## src/rtl/program_loader.sv

```systemverilog
// Framed byte-stream loader: writes payload into the core's byte RAM from address 0,
// verifies an additive checksum and releases cpu_reset. Optional: LOADER_ZERO_FILL_EN.
module program_loader #(
  parameter int RAMSIZE = 64,
  parameter int ADDRW   = 8
) (
  input  logic             clk,
  input  logic             reset,
  input  logic [7:0]       in_data,
  input  logic             in_valid,
  output logic             in_ready,
  output logic             ram_we,
  output logic [ADDRW-1:0] ram_addr,
  output logic [7:0]       ram_wdata,
  output logic             cpu_reset,
  output logic             done,
  output logic             error,
  output logic [ADDRW-1:0] byte_count
);

  localparam logic [7:0]       SYNC      = 8'hA5;
  localparam logic [7:0]       LEN_MAX   = 8'(RAMSIZE);
  localparam logic [ADDRW-1:0] ADDR_LAST = ADDRW'(RAMSIZE - 1);

  typedef enum logic [2:0] {
    S_WAIT_SYNC,
    S_GET_LEN,
    S_LOAD,
    S_GET_CHK,
`ifdef LOADER_ZERO_FILL_EN
    S_FILL,
`endif
    S_DONE,
    S_ERR
  } state_e;

  state_e           state_q, state_d;
  logic [7:0]       len_q, len_d;
  logic [7:0]       sum_q, sum_d;
  logic [ADDRW-1:0] addr_q, addr_d;
  logic [ADDRW-1:0] count_q, count_d;
  logic             in_ready_q, in_ready_d;
  logic             ram_we_q, ram_we_d;
  logic [ADDRW-1:0] ram_addr_q, ram_addr_d;
  logic [7:0]       ram_wdata_q, ram_wdata_d;
  logic             cpu_reset_q, cpu_reset_d;
  logic             done_q, done_d;
  logic             error_q, error_d;
  logic             fire;
  logic [7:0]       chk_sum;

  assign fire = in_valid && in_ready_q;

  always_comb begin
    // NOTE: every variable gets a default here so no path leaves it unassigned (no latches).
    state_d     = state_q;
    len_d       = len_q;
    sum_d       = sum_q;
    addr_d      = addr_q;
    count_d     = count_q;
    ram_we_d    = 1'b0;
    ram_addr_d  = ram_addr_q;
    ram_wdata_d = ram_wdata_q;
    chk_sum     = sum_q + in_data;

    case (state_q)
      S_WAIT_SYNC: if (fire && in_data == SYNC) state_d = S_GET_LEN;
      S_GET_LEN: begin
        if (fire) begin
          if (in_data == 8'd0 || in_data > LEN_MAX || in_data[1:0] != 2'b00) begin
            state_d = S_ERR;
          end else begin
            len_d   = in_data;
            addr_d  = '0;
            sum_d   = 8'd0;
            count_d = '0;
            state_d = S_LOAD;
          end
        end
      end
      S_LOAD: begin
        if (fire) begin
          ram_we_d    = 1'b1;
          ram_addr_d  = addr_q;
          ram_wdata_d = in_data;
          addr_d      = addr_q + 1'b1;
          count_d     = count_q + 1'b1;
          sum_d       = chk_sum;
          if (count_d == ADDRW'(len_q)) state_d = S_GET_CHK;
        end
      end
      S_GET_CHK: begin
        if (fire) begin
          if (chk_sum == 8'd0) begin
`ifdef LOADER_ZERO_FILL_EN
            state_d = (len_q == LEN_MAX) ? S_DONE : S_FILL;
`else
            state_d = S_DONE;
`endif
          end else begin
            state_d = S_ERR;
          end
        end
      end
`ifdef LOADER_ZERO_FILL_EN
      // addr_q already sits at L after the payload; byte_count is left at L.
      S_FILL: begin
        ram_we_d    = 1'b1;
        ram_addr_d  = addr_q;
        ram_wdata_d = 8'h00;
        addr_d      = addr_q + 1'b1;
        if (addr_q == ADDR_LAST) state_d = S_DONE;
      end
`endif
      S_DONE: state_d = S_DONE;
      S_ERR:  if (fire && in_data == SYNC) state_d = S_GET_LEN;
      default: state_d = S_WAIT_SYNC;
    endcase

    // Status outputs are registered from the next state so they change one edge after the cause.
    in_ready_d  = (state_d != S_DONE)
`ifdef LOADER_ZERO_FILL_EN
                  && (state_d != S_FILL)
`endif
                  ;
    done_d      = (state_d == S_DONE);
    error_d     = (state_d == S_ERR);
    cpu_reset_d = (state_d != S_DONE);
  end

  // NOTE: sequential state uses non-blocking assignments only, so all registers update together.
  always_ff @(posedge clk or negedge reset) begin
    if (!reset) begin
      state_q     <= S_WAIT_SYNC;
      len_q       <= 8'd0;
      sum_q       <= 8'd0;
      addr_q      <= '0;
      count_q     <= '0;
      in_ready_q  <= 1'b0;
      ram_we_q    <= 1'b0;
      ram_addr_q  <= '0;
      ram_wdata_q <= 8'd0;
      cpu_reset_q <= 1'b1;
      done_q      <= 1'b0;
      error_q     <= 1'b0;
    end else begin
      state_q     <= state_d;
      len_q       <= len_d;
      sum_q       <= sum_d;
      addr_q      <= addr_d;
      count_q     <= count_d;
      in_ready_q  <= in_ready_d;
      ram_we_q    <= ram_we_d;
      ram_addr_q  <= ram_addr_d;
      ram_wdata_q <= ram_wdata_d;
      cpu_reset_q <= cpu_reset_d;
      done_q      <= done_d;
      error_q     <= error_d;
    end
  end

  assign in_ready   = in_ready_q;
  assign ram_we     = ram_we_q;
  assign ram_addr   = ram_addr_q;
  assign ram_wdata  = ram_wdata_q;
  assign cpu_reset  = cpu_reset_q;
  assign done       = done_q;
  assign error      = error_q;
  assign byte_count = count_q;

endmodule

```

## config.mk

```make
export PLATFORM = sky130hd
export DESIGN_NAME = program_loader
export DESIGN_NICKNAME = d
export VERILOG_FILES = /design/src/rtl/program_loader.sv
export SDC_FILE = /design/constraint.sdc
export NUM_CORES = 1
export LEC_CHECK = 0
export BUFFER_PORTS_ARGS = -buffer_cell sky130_fd_sc_hd__buf_4
export CAP_MARGIN = 10
export CORE_ASPECT_RATIO = 2
export CORE_MARGIN = 3
export CORE_UTILIZATION = 57
export DETAILED_ROUTE_END_ITERATION = 16
export GPL_ROUTABILITY_DRIVEN = 0
export PLACE_DENSITY = 0.84
export SYNTH_ARGS = -nofsm -noshare
export SYNTH_HDL_FRONTEND = slang
export SYNTH_SLANG_ARGS = --single-unit
```

## constraint.sdc

```tcl
create_clock -name clk -period 2.8 [get_ports clk]
set_input_delay 0.14 -clock clk [delete_from_list [all_inputs] [get_ports clk]]
set_output_delay 0.14 -clock clk [all_outputs]
set_load 0.01 [all_outputs]
```

==> qor.yml, run 1 <==
clock_path_buffers: 2
grt_pass1_vias: 2415
synthToLayoutAreaGrowth_pct: 16.13
p_leak_nw: 1.658
synth_top_cell_by_area: "dfrtp_1"
drtIter0Drc: 80
finalCritPeriodShare: 0.8217
cts_htree_levels: 2
routedWlPerCell_um: 15.36
cts_root_buf: "clkbuf_8"
synthTopCellsByArea: "dfrtp_1 49%, nand2_1 12%, o21ai_0 4.6%"
placed_cells: 394
placed_area_sq_um: 3142
ant_nets: 0
synth_edf_count: 0
synthesis.area_sq_um: 2800
dpl.hpwl_um: 4348
period_minus_slack_ns: 2.301
worst_ir_drop_vdd_mv: 0.5374
finalNonFillerCells: 403
cts_buffers: 5
hp-class: "in -> reg"
antenna_found_initial: 0
die_w_um: 55.56
place_ws_ns: 0.5734
die_h_um: 105.1
grt_pass1_wl_um: 10900
critPathKind: "reg -> reg"
vias: 2345
p_per_area_nw_per_um2: 502.3
yosysMostFrequentCell: "nand2_1"
setup_violations: 0
synth-seq-area-share: 0.5009
via_per_inst: 5.819
slew_violations: 0
port_buffers: 39
pin_count: 40
track_usage: 0.2303
cp_max_fo: 4
ys.warnings.count: 0
fin_ws_ns: 0.4992
syn-num-nets: 329
fin_area_sq_um: 3252
fmax_ghz: 0.4346
ys_async_sr_fraction: 1.000
antenna_cells: 0
core_sq_um: 4686
nets: 368
finClkSkew_ns: 0.006440
clock_latency_ns: 0.31
firstDrtPassIters: 4
start_kind: "flop"
finalSetupTns_ns: 0
wl_um: 6190
num_rows: 35
hold_viol: 0
final_layout_size_suffix_gt1_frac: 0.1580
required_ns: 2.95
grt_overflow: 0
synth.avg_cell_area_sq_um: 9.092
synth_cell_type_count: 40
syn_inst: 308
rsz0062_at_grt: "no"
setup.worst_path.end_class: "flop"
arrival_ns: 2.45
finalHoldWorstSlack_ns: 0.07319
synth_commonest_cells: "92 x nand2_1, 55 x dfrtp_1, 26 x o21ai_0, 14 x nor2_1"
fillers: 377
synth_top_area_frac: 0.4915
grt_max_degree: 57
outcome: "completed"
clock_sinks: 56
clk_pin_slew_ns: 0.09
max_cap_viol_count: 0
start_util: 0.5976
cts_resized: 0
relSlewSlack: 0.5401
ys_ff_latch: 56
cts_tree: "done"
worst_pin_slew_ns: 0.6898
ys.flop_type: "dfrtp_1"
drc: 0
r2r_setup_slack_ns: 0.50
design.die.area_sq_um: 5840
==> worst max-delay path, cell delays in order, from the launching register on <==
cell and delay (ns):
dfrtp_1 0.41, ha_1 0.23, fa_1 0.44, a211oi_1 0.27, o21bai_1 0.11, a21oi_1 0.18, xor2_1 0.20, a31o_2 0.21
nand3_1 0.10
==> final timing paths <==
kind / start / cells after the start / endpoint
worst min-delay path: in_data[0] / 3 / ram_wdata[0]
worst min register to register: ram_addr[4] / 2 / ram_addr[4]
worst max register to register: sum_q[0] / 8 / in_ready
worst max-delay path: sum_q[0] / 8 / in_ready
min in group asynchronous: reset / 2 / byte_count[2]
max in group asynchronous: reset / 2 / sum_q[4]
==> stage by stage <==
step	total power (W)	util
after floorplan	0.001061	-
after global placement	0.001165	0.6705
after detailed placement	0.001175	0.6705
after CTS	0.001645	0.6940
after global routing	0.001718	0.6940
final	0.001633	0.6940
==> sequential cells by signal (all words and copies together) (netlist names) <==
register	count
addr_q	8
byte_count	8
len_q	8
ram_addr	8
ram_wdata	8
sum_q	8
state_q	3
cpu_reset	1
done	1
error	1
in_ready	1
ram_we	1
==> metal layers <==
metal	track usage	up-vias	share of wire
li1	-	1123	-
met1	0.2651	1131	0.39
met2	0.4093	68	0.54
met3	0.03461	23	0.038
met4	0.1061	0	0.037
met5	0	-	0
==> layout make-up <==
type,instances,area [sq um],area share
Tap cell,55,68.82,0.02116
Sequential cell,56,1403,0.4313
Timing Repair Buffer,44,332.8,0.1023
Inverter,4,15.01,0.004617
Clock buffer,8,100.1,0.03078
Multi-Input combinational cell,236,1333,0.4098
==> cells by family (layout without fill, tap and decap cells) <==
family                   Yosys count  in the layout  synth area share
AND/OR/NAND/NOR                  151            151            0.2449
XOR/XNOR                          22             22           0.06881
flip-flops                        56             56            0.5009
AO/OA/AOI/OAI                     52             52            0.1113
buffers and inverters             16             56           0.02323
multiplexers                       1              1          0.003575
adder cells (fa/ha/maj)           10             10           0.04736
==> where the power goes <==
part	switching, W	leakage (nW)	total (W)	internal (W)
Combinational	0.000131	0.844	0.000242	0.000111
Clock	0.000249	0.0515	0.000475	0.000226
Sequential	0.0000452	0.763	0.000917	0.000871
==> cells in the final DEF (no fill, tap or decap), drive strengths merged, types with 6 or more instances in the layout <==
cell and instances:
nand2 92, o21ai 26, clkbuf 8, nor2 14, dfrtp 55, ha 9, xor2 13, xnor2 9
buf 43, nand3 13, a21oi 6
==> what timing repair did <==
action	CTS	global route
hold endpoints to repair	55	0
hold buffers	1	0
buffers inserted	0	0
Power figures use the tool's default switching activity.
==> run 2: changes to the inputs <==
==> constraint.sdc (replaced) <==
create_clock -name clk -period 2.25 [get_ports clk]
set_input_delay 0.1125 -clock clk [delete_from_list [all_inputs] [get_ports clk]]
set_output_delay 0.1125 -clock clk [all_outputs]
set_load 0.01 [all_outputs]
==> qor.yml, run 2 (synthesized netlist as in run 1, its figures left out) <==
outcome: "completed"  # unchanged
cts_buffers: 5  # unchanged
max_cap_viol_count: 0  # unchanged
pin_count: 40  # unchanged
dpl.hpwl_um: 4406  # was 4348 um
final_layout_size_suffix_gt1_frac: 0.1870  # was 0.1580
fmax_ghz: 0.4480  # was 0.4346 GHz
drtIter0Drc: 66  # was 80
p_leak_nw: 1.690  # was 1.658 nW
cts_tree: "done"  # unchanged
area.sequential_sq_um: 1403  # unchanged
via_per_inst: 5.728  # was 5.819
wl_um: 6383  # was 6190 um
grt.met2_usage: 0.4076  # was 0.4093
critPathTopFamily: "adder cells"  # was compound AO/OA/AOI/OAI gates
layout_commonest_cell: "nand2_1"  # unchanged
clk_pin_slew_ns: 0.11  # was 0.09 ns
place_ws_ns: 0.007276  # was 0.5734 ns
setup_violations: 0  # unchanged
cts_root_buf: "clkbuf_8"  # unchanged
crit_chain: "ha_4, fa_2, buf_4, xnor2_1, nand2_1, nor4_1, a31o_2, nand3_2"  # was ha_1, fa_1, a211oi_1, o21bai_1, a21oi_1, xor2_1, a31o_2, nand3_1
fillers: 354  # was 377
max_stage_delay_ns: 0.42  # was 0.44 ns
period_minus_slack_ns: 2.232  # was 2.301 ns
arrival_ns: 2.40  # was 2.45 ns
clock_path_buffers: 2  # unchanged
slew_violations: 0  # unchanged
placed_cells: 396  # was 394
clock_sinks: 56  # unchanged
grt_max_degree: 57  # unchanged
drc: 0  # unchanged
use_met1: 0.2643  # was 0.2651
worst_ir_drop_vdd_mv: 0.5548  # was 0.5374 mV
fin_ws_ns: 0.01789  # was 0.4992 ns
synthToLayoutAreaGrowth_pct: 19.44  # was 16.13%
ant_nets: 0  # unchanged
hp-class: "in -> reg"  # unchanged
required_ns: 2.41  # was 2.95 ns
num_rows: 35  # unchanged
nets: 373  # was 368
clock_latency_ns: 0.31  # about the same
start_kind: "flop"  # unchanged
firstDrtPassIters: 4  # unchanged
die_h_um: 105.1  # unchanged
track_usage: 0.2270  # was 0.2303
multi_input_area_sq_um: 1361  # was 1333 sq um
grt_pass1_wl_um: 10830  # was 10900 um
cts_htree_levels: 2  # unchanged
r2r_setup_slack_ns: 0.02  # was 0.50 ns
port_buffers: 39  # unchanged
relSlewSlack: 0.5366  # was 0.5401
core_sq_um: 4686  # unchanged
die_w_um: 55.56  # unchanged
routedWlPerCell_um: 15.64  # was 15.36 um
grt_overflow: 0  # unchanged
finalPower_w: 0.002164  # was 0.001633 W
design.die.area_sq_um: 5840  # unchanged
antenna_found_initial: 0  # unchanged
final_cell_mix: "92 x nand2_1, 55 x dfrtp_1, 48 x buf_4, 25 x o21ai_0, 14 x nor2_1"  # was 92 x nand2_1, 55 x dfrtp_1, 43 x buf_4, 26 x o21ai_0, 14 x nor2_1
finClkSkew_ns: 0.01075  # was 0.006440 ns
use_met3: 0.02719  # was 0.03461
hold_viol: 0  # unchanged
rsz0062_at_grt: "yes"  # was no
grt.busiest_layer: "met2"  # unchanged
cp_slowest_cell: "dfrtp_1"  # was fa_1
finalNonFillerCells: 408  # was 403
vias: 2337  # was 2345
grt_pass1_vias: 2383  # was 2415
p_per_area_nw_per_um2: 647.0  # was 502.3 nW/um^2
cp_max_fo: 4  # unchanged
setup.worst_path.end_class: "flop"  # unchanged
start_util: 0.5976  # unchanged
antenna_cells: 0  # unchanged
finalCritPeriodShare: 0.9920  # was 0.8217
worst_pin_slew_ns: 0.6951  # was 0.6898 ns
finalHoldWorstSlack_ns: 0.05392  # was 0.07319 ns
worstPathBufferInverterCount: 1  # was 0
critPathKind: "reg -> reg"  # unchanged
[run 2: changes by cell type in the layout (fill, tap and decap cells not counted), sizes merged]
cell    before  now
buf         43   48
bufinv       0    1
clkbuf       8    7
[run 2: path summary, 6_finish.rpt]
path	from	to	cells past startpoint
worst max register to register	sum_q[0]	in_ready	8
min in group asynchronous	reset	byte_count[2]	2
worst min-delay path	in_data[3]	len_q[3]	3
worst min register to register	ram_wdata[3]	ram_wdata[3]	2
worst max-delay path	sum_q[0]	in_ready	8
max in group asynchronous	reset	ram_wdata[4]	2
[run 2: stage by stage]
| stage | instance area, sq um | utilization | TNS [ns] |
|---|---|---|---|
| floorplan | 2800 | - | 0 |
| global placement | 3157 | 0.6737 | 0 |
| detailed placement | 3157 | 0.6737 | 0 |
| CTS | 3296 | 0.7033 | 0 |
| global route | 3344 | 0.7138 | -0.5193 |
| finish | 3344 | 0.7138 | 0 |
[run 2: layout make-up]
class,count,share of cell area
flip-flops and latches,56,0.4194
clock inverters,1,0.008979
repair buffers,49,0.1107
well taps,55,0.02058
clock buffers,7,0.02881
inverters,4,0.004489
multi-input cells,236,0.4070
[run 2: power by group]
group          switching, W  internal [W]  leakage, nW
sequential        0.0000549       0.00108        0.763
clock              0.000322      0.000393       0.0645
combinational      0.000166      0.000142        0.863
[run 2: worst register-to-register path, cell delays in order (launching register included)]
cell	delay [ns]
dfrtp_1	0.42
ha_4	0.19
fa_2	0.41
buf_4	0.15
xnor2_1	0.23
nand2_1	0.11
nor4_1	0.26
a31o_2	0.25
nand3_2	0.09
[run 2: what timing repair did]
item / CTS / global route
setup endpoints to repair: 1 / 5
pin swaps: 0 / 8
cloned: 0 / 0
hold buffers: 1 / 0
endpoints found under the hold margin: 55 / 0
buffers inserted: 0 / 3
gates resized for setup: 1 / 6
[run 2: metal layers]
metal / part of all wire / vias to the layer above
met4: 0.017 / 0
met1: 0.38 / 1134
met3: 0.039 / 7
li1: - / 1138
met5: 0 / -
met2: 0.56 / 58
==> run 3: changes to the inputs <==
--- a/config.mk
+++ b/config.mk
@@ -12,7 +12,7 @@
 export CORE_UTILIZATION = 57
 export DETAILED_ROUTE_END_ITERATION = 16
 export GPL_ROUTABILITY_DRIVEN = 0
-export PLACE_DENSITY = 0.84
+export PLACE_DENSITY = 0.79
 export SYNTH_ARGS = -nofsm -noshare
 export SYNTH_HDL_FRONTEND = slang
 export SYNTH_SLANG_ARGS = --single-unit
==> qor.yml, run 3 (synthesized netlist as in run 1, its figures left out) <==
outcome: "completed"  # unchanged
use_met1: 0.2842  # was 0.2643
cp.depth: 8  # unchanged
rsz0062_at_grt: "yes"  # unchanged
period_minus_slack_ns: 2.212  # was 2.232 ns
finalNonFillerCells: 407  # was 408
drtIter0Drc: 75  # was 66
crit_chain: "ha_4, fa_2, a21o_1, a21oi_2, xnor2_1, nor4_1, a31o_2, nand3_2"  # was ha_4, fa_2, buf_4, xnor2_1, nand2_1, nor4_1, a31o_2, nand3_2
critPathTopFamily: "adder cells"  # unchanged
layout_commonest_cell: "nand2_1"  # unchanged
r2r_setup_slack_ns: 0.04  # was 0.02 ns
clock_path_buffers: 2  # unchanged
clk_pin_slew_ns: 0.11  # about the same
port_buffers: 39  # unchanged
required_ns: 2.41  # about the same
setup.worst_path.end_class: "flop"  # unchanged
drc: 0  # unchanged
wl_um: 6202  # was 6383 um
antenna_found_initial: 0  # unchanged
use_met3: 0.02719  # unchanged
start_util: 0.5976  # unchanged
cts_setup_buffers: 0  # unchanged
arrival_ns: 2.37  # was 2.40 ns
worst_ir_drop_vdd_mv: 0.5780  # was 0.5548 mV
pin_count: 40  # unchanged
hold_viol: 0  # unchanged
design.die.area_sq_um: 5840  # unchanged
cp_slowest_cell: "dfrtp_1"  # unchanged
slew_violations: 0  # unchanged
core_sq_um: 4686  # unchanged
grt_pass1_vias: 2343  # was 2383
final_layout_size_suffix_gt1_frac: 0.1818  # was 0.1870
cts_buffers: 5  # unchanged
relSlewSlack: 0.5277  # was 0.5366
dpl.hpwl_um: 4414  # was 4406 um
grt.met2_usage: 0.3873  # was 0.4076
worstPathBufferInverterCount: 0  # was 1
track_usage: 0.2276  # was 0.2270
cp_max_fo: 4  # unchanged
routedWlPerCell_um: 15.24  # was 15.64 um
finalHoldWorstSlack_ns: 0.04400  # was 0.05392 ns
cts_htree_levels: 2  # unchanged
via_per_inst: 5.747  # was 5.728
vias: 2339  # was 2337
p_leak_nw: 1.687  # was 1.690 nW
fin_area_sq_um: 3327  # was 3344 sq um
clock_latency_ns: 0.31  # about the same
crit_end: "in_ready"  # unchanged
num_rows: 35  # unchanged
hp-class: "in -> reg"  # unchanged
finalCritPeriodShare: 0.9831  # was 0.9920
placed_cells: 398  # was 396
reg2reg_to: "in_ready"  # unchanged
p_per_area_nw_per_um2: 646.1  # was 647.0 nW/um^2
critPathKind: "reg -> reg"  # unchanged
finClkSkew_ns: 0.01230  # was 0.01075 ns
die_w_um: 55.56  # unchanged
synthToLayoutAreaGrowth_pct: 18.81  # was 19.44%
cts_tree: "done"  # unchanged
max_stage_delay_ns: 0.42  # about the same
grt.busiest_layer: "met2"  # unchanged
cp-startpoint: "sum_q[0]"  # unchanged
grt_max_degree: 57  # unchanged
worst_pin_slew_ns: 0.7085  # was 0.6951 ns
cts_root_buf: "clkbuf_8"  # unchanged
clock_sinks: 56  # unchanged
die_h_um: 105.1  # unchanged
setup_violations: 0  # unchanged
ant_nets: 0  # unchanged
start_kind: "flop"  # unchanged
firstDrtPassIters: 4  # unchanged
final_cell_mix: "92 x nand2_1, 55 x dfrtp_1, 47 x buf_4, 26 x o21ai_0, 14 x nor2_1"  # was 92 x nand2_1, 55 x dfrtp_1, 48 x buf_4, 25 x o21ai_0, 14 x nor2_1
grt_overflow: 0  # unchanged
r2r-start: "sum_q[0]"  # unchanged
placed_area_sq_um: 3172  # was 3157 sq um
fmax_ghz: 0.4521  # was 0.4480 GHz
grt_pass1_wl_um: 10790  # was 10830 um
max_cap_viol_count: 0  # unchanged
rr_worst_depth: 8  # unchanged
nets: 372  # was 373
antenna_cells: 0  # unchanged
run 3: changes by cell type in the layout (fill, tap and decap cells not counted):
| cell | delta |
|---|---|
| buf_4 | -1 |
| o31ai_1 | +1 |
| o31ai_2 | -1 |
| o21ai_1 | -1 |
| clkinv_4 | +1 |
| clkbuf_8 | -1 |
| o21ai_0 | +1 |
run 3: area by class of cell:
class,count,area [sq um]
Timing Repair Buffer,48,362.8
Fill cell,353,1359
Clock inverter,2,38.79
Inverter,4,15.01
Tap cell,55,68.82
Sequential cell,56,1403
Multi-Input combinational cell,236,1356
Clock buffer,6,82.58
run 3: through the flow:
step                      setup WS, ns  setup TNS, ns    util  total power [W]
after floorplan                 0.1844              0       -         0.001321
final                          0.03800              0  0.7100         0.002150
after CTS                     0.004171              0  0.7049         0.002159
after detailed placement       0.02085              0  0.6769         0.001467
after global placement          0.1089              0  0.6769         0.001460
after global routing           -0.1012        -0.2904  0.7100         0.002260
run 3: worst min-delay path by stage:
| stage | start | endpoint | slack (ns) | depth (start not counted) |
|---|---|---|---|---|
| global route | in_data[2] | len_q[2] | 0.05 | 3 |
| CTS | in_data[0] | ram_wdata[0] | 0.03 | 3 |
| finish | in_data[5] | len_q[5] | 0.04 | 3 |
| floorplan | reset | addr_q[0] | -0.18 | 0 |
| global placement | reset | byte_count[2] | 0.20 | 1 |
| detailed placement | reset | byte_count[1] | 0.21 | 1 |
run 3: layer usage:
layer / vias to the layer above / share of wire
met2: 56 / 0.53
met5: - / 0
met3: 20 / 0.031
li1: 1131 / -
met1: 1132 / 0.41
met4: 0 / 0.034
run 3: timing repair:
action / CTS / global route
setup endpoints to repair: 0 / 5
hold buffers: 1 / 0
hold endpoints to repair: 55 / 0
gates resized for setup: 0 / 5
run 3: power breakdown:
| group | total, W | switching [W] | internal, W |
|---|---|---|---|
| Combinational | 0.000322 | 0.000174 | 0.000148 |
| Sequential | 0.00113 | 0.0000470 | 0.00108 |
| Clock | 0.000696 | 0.000332 | 0.000365 |
run 3: worst reg2reg max path: cells and delay by family (launching register included):
family / cells / cell delay (ns)
adders and majority gates: 2 / 0.60
AOI/OAI and AO/OA: 3 / 0.56
DFF: 1 / 0.42
and+or+nand+nor: 2 / 0.40
xor gates and xnor gates: 1 / 0.09
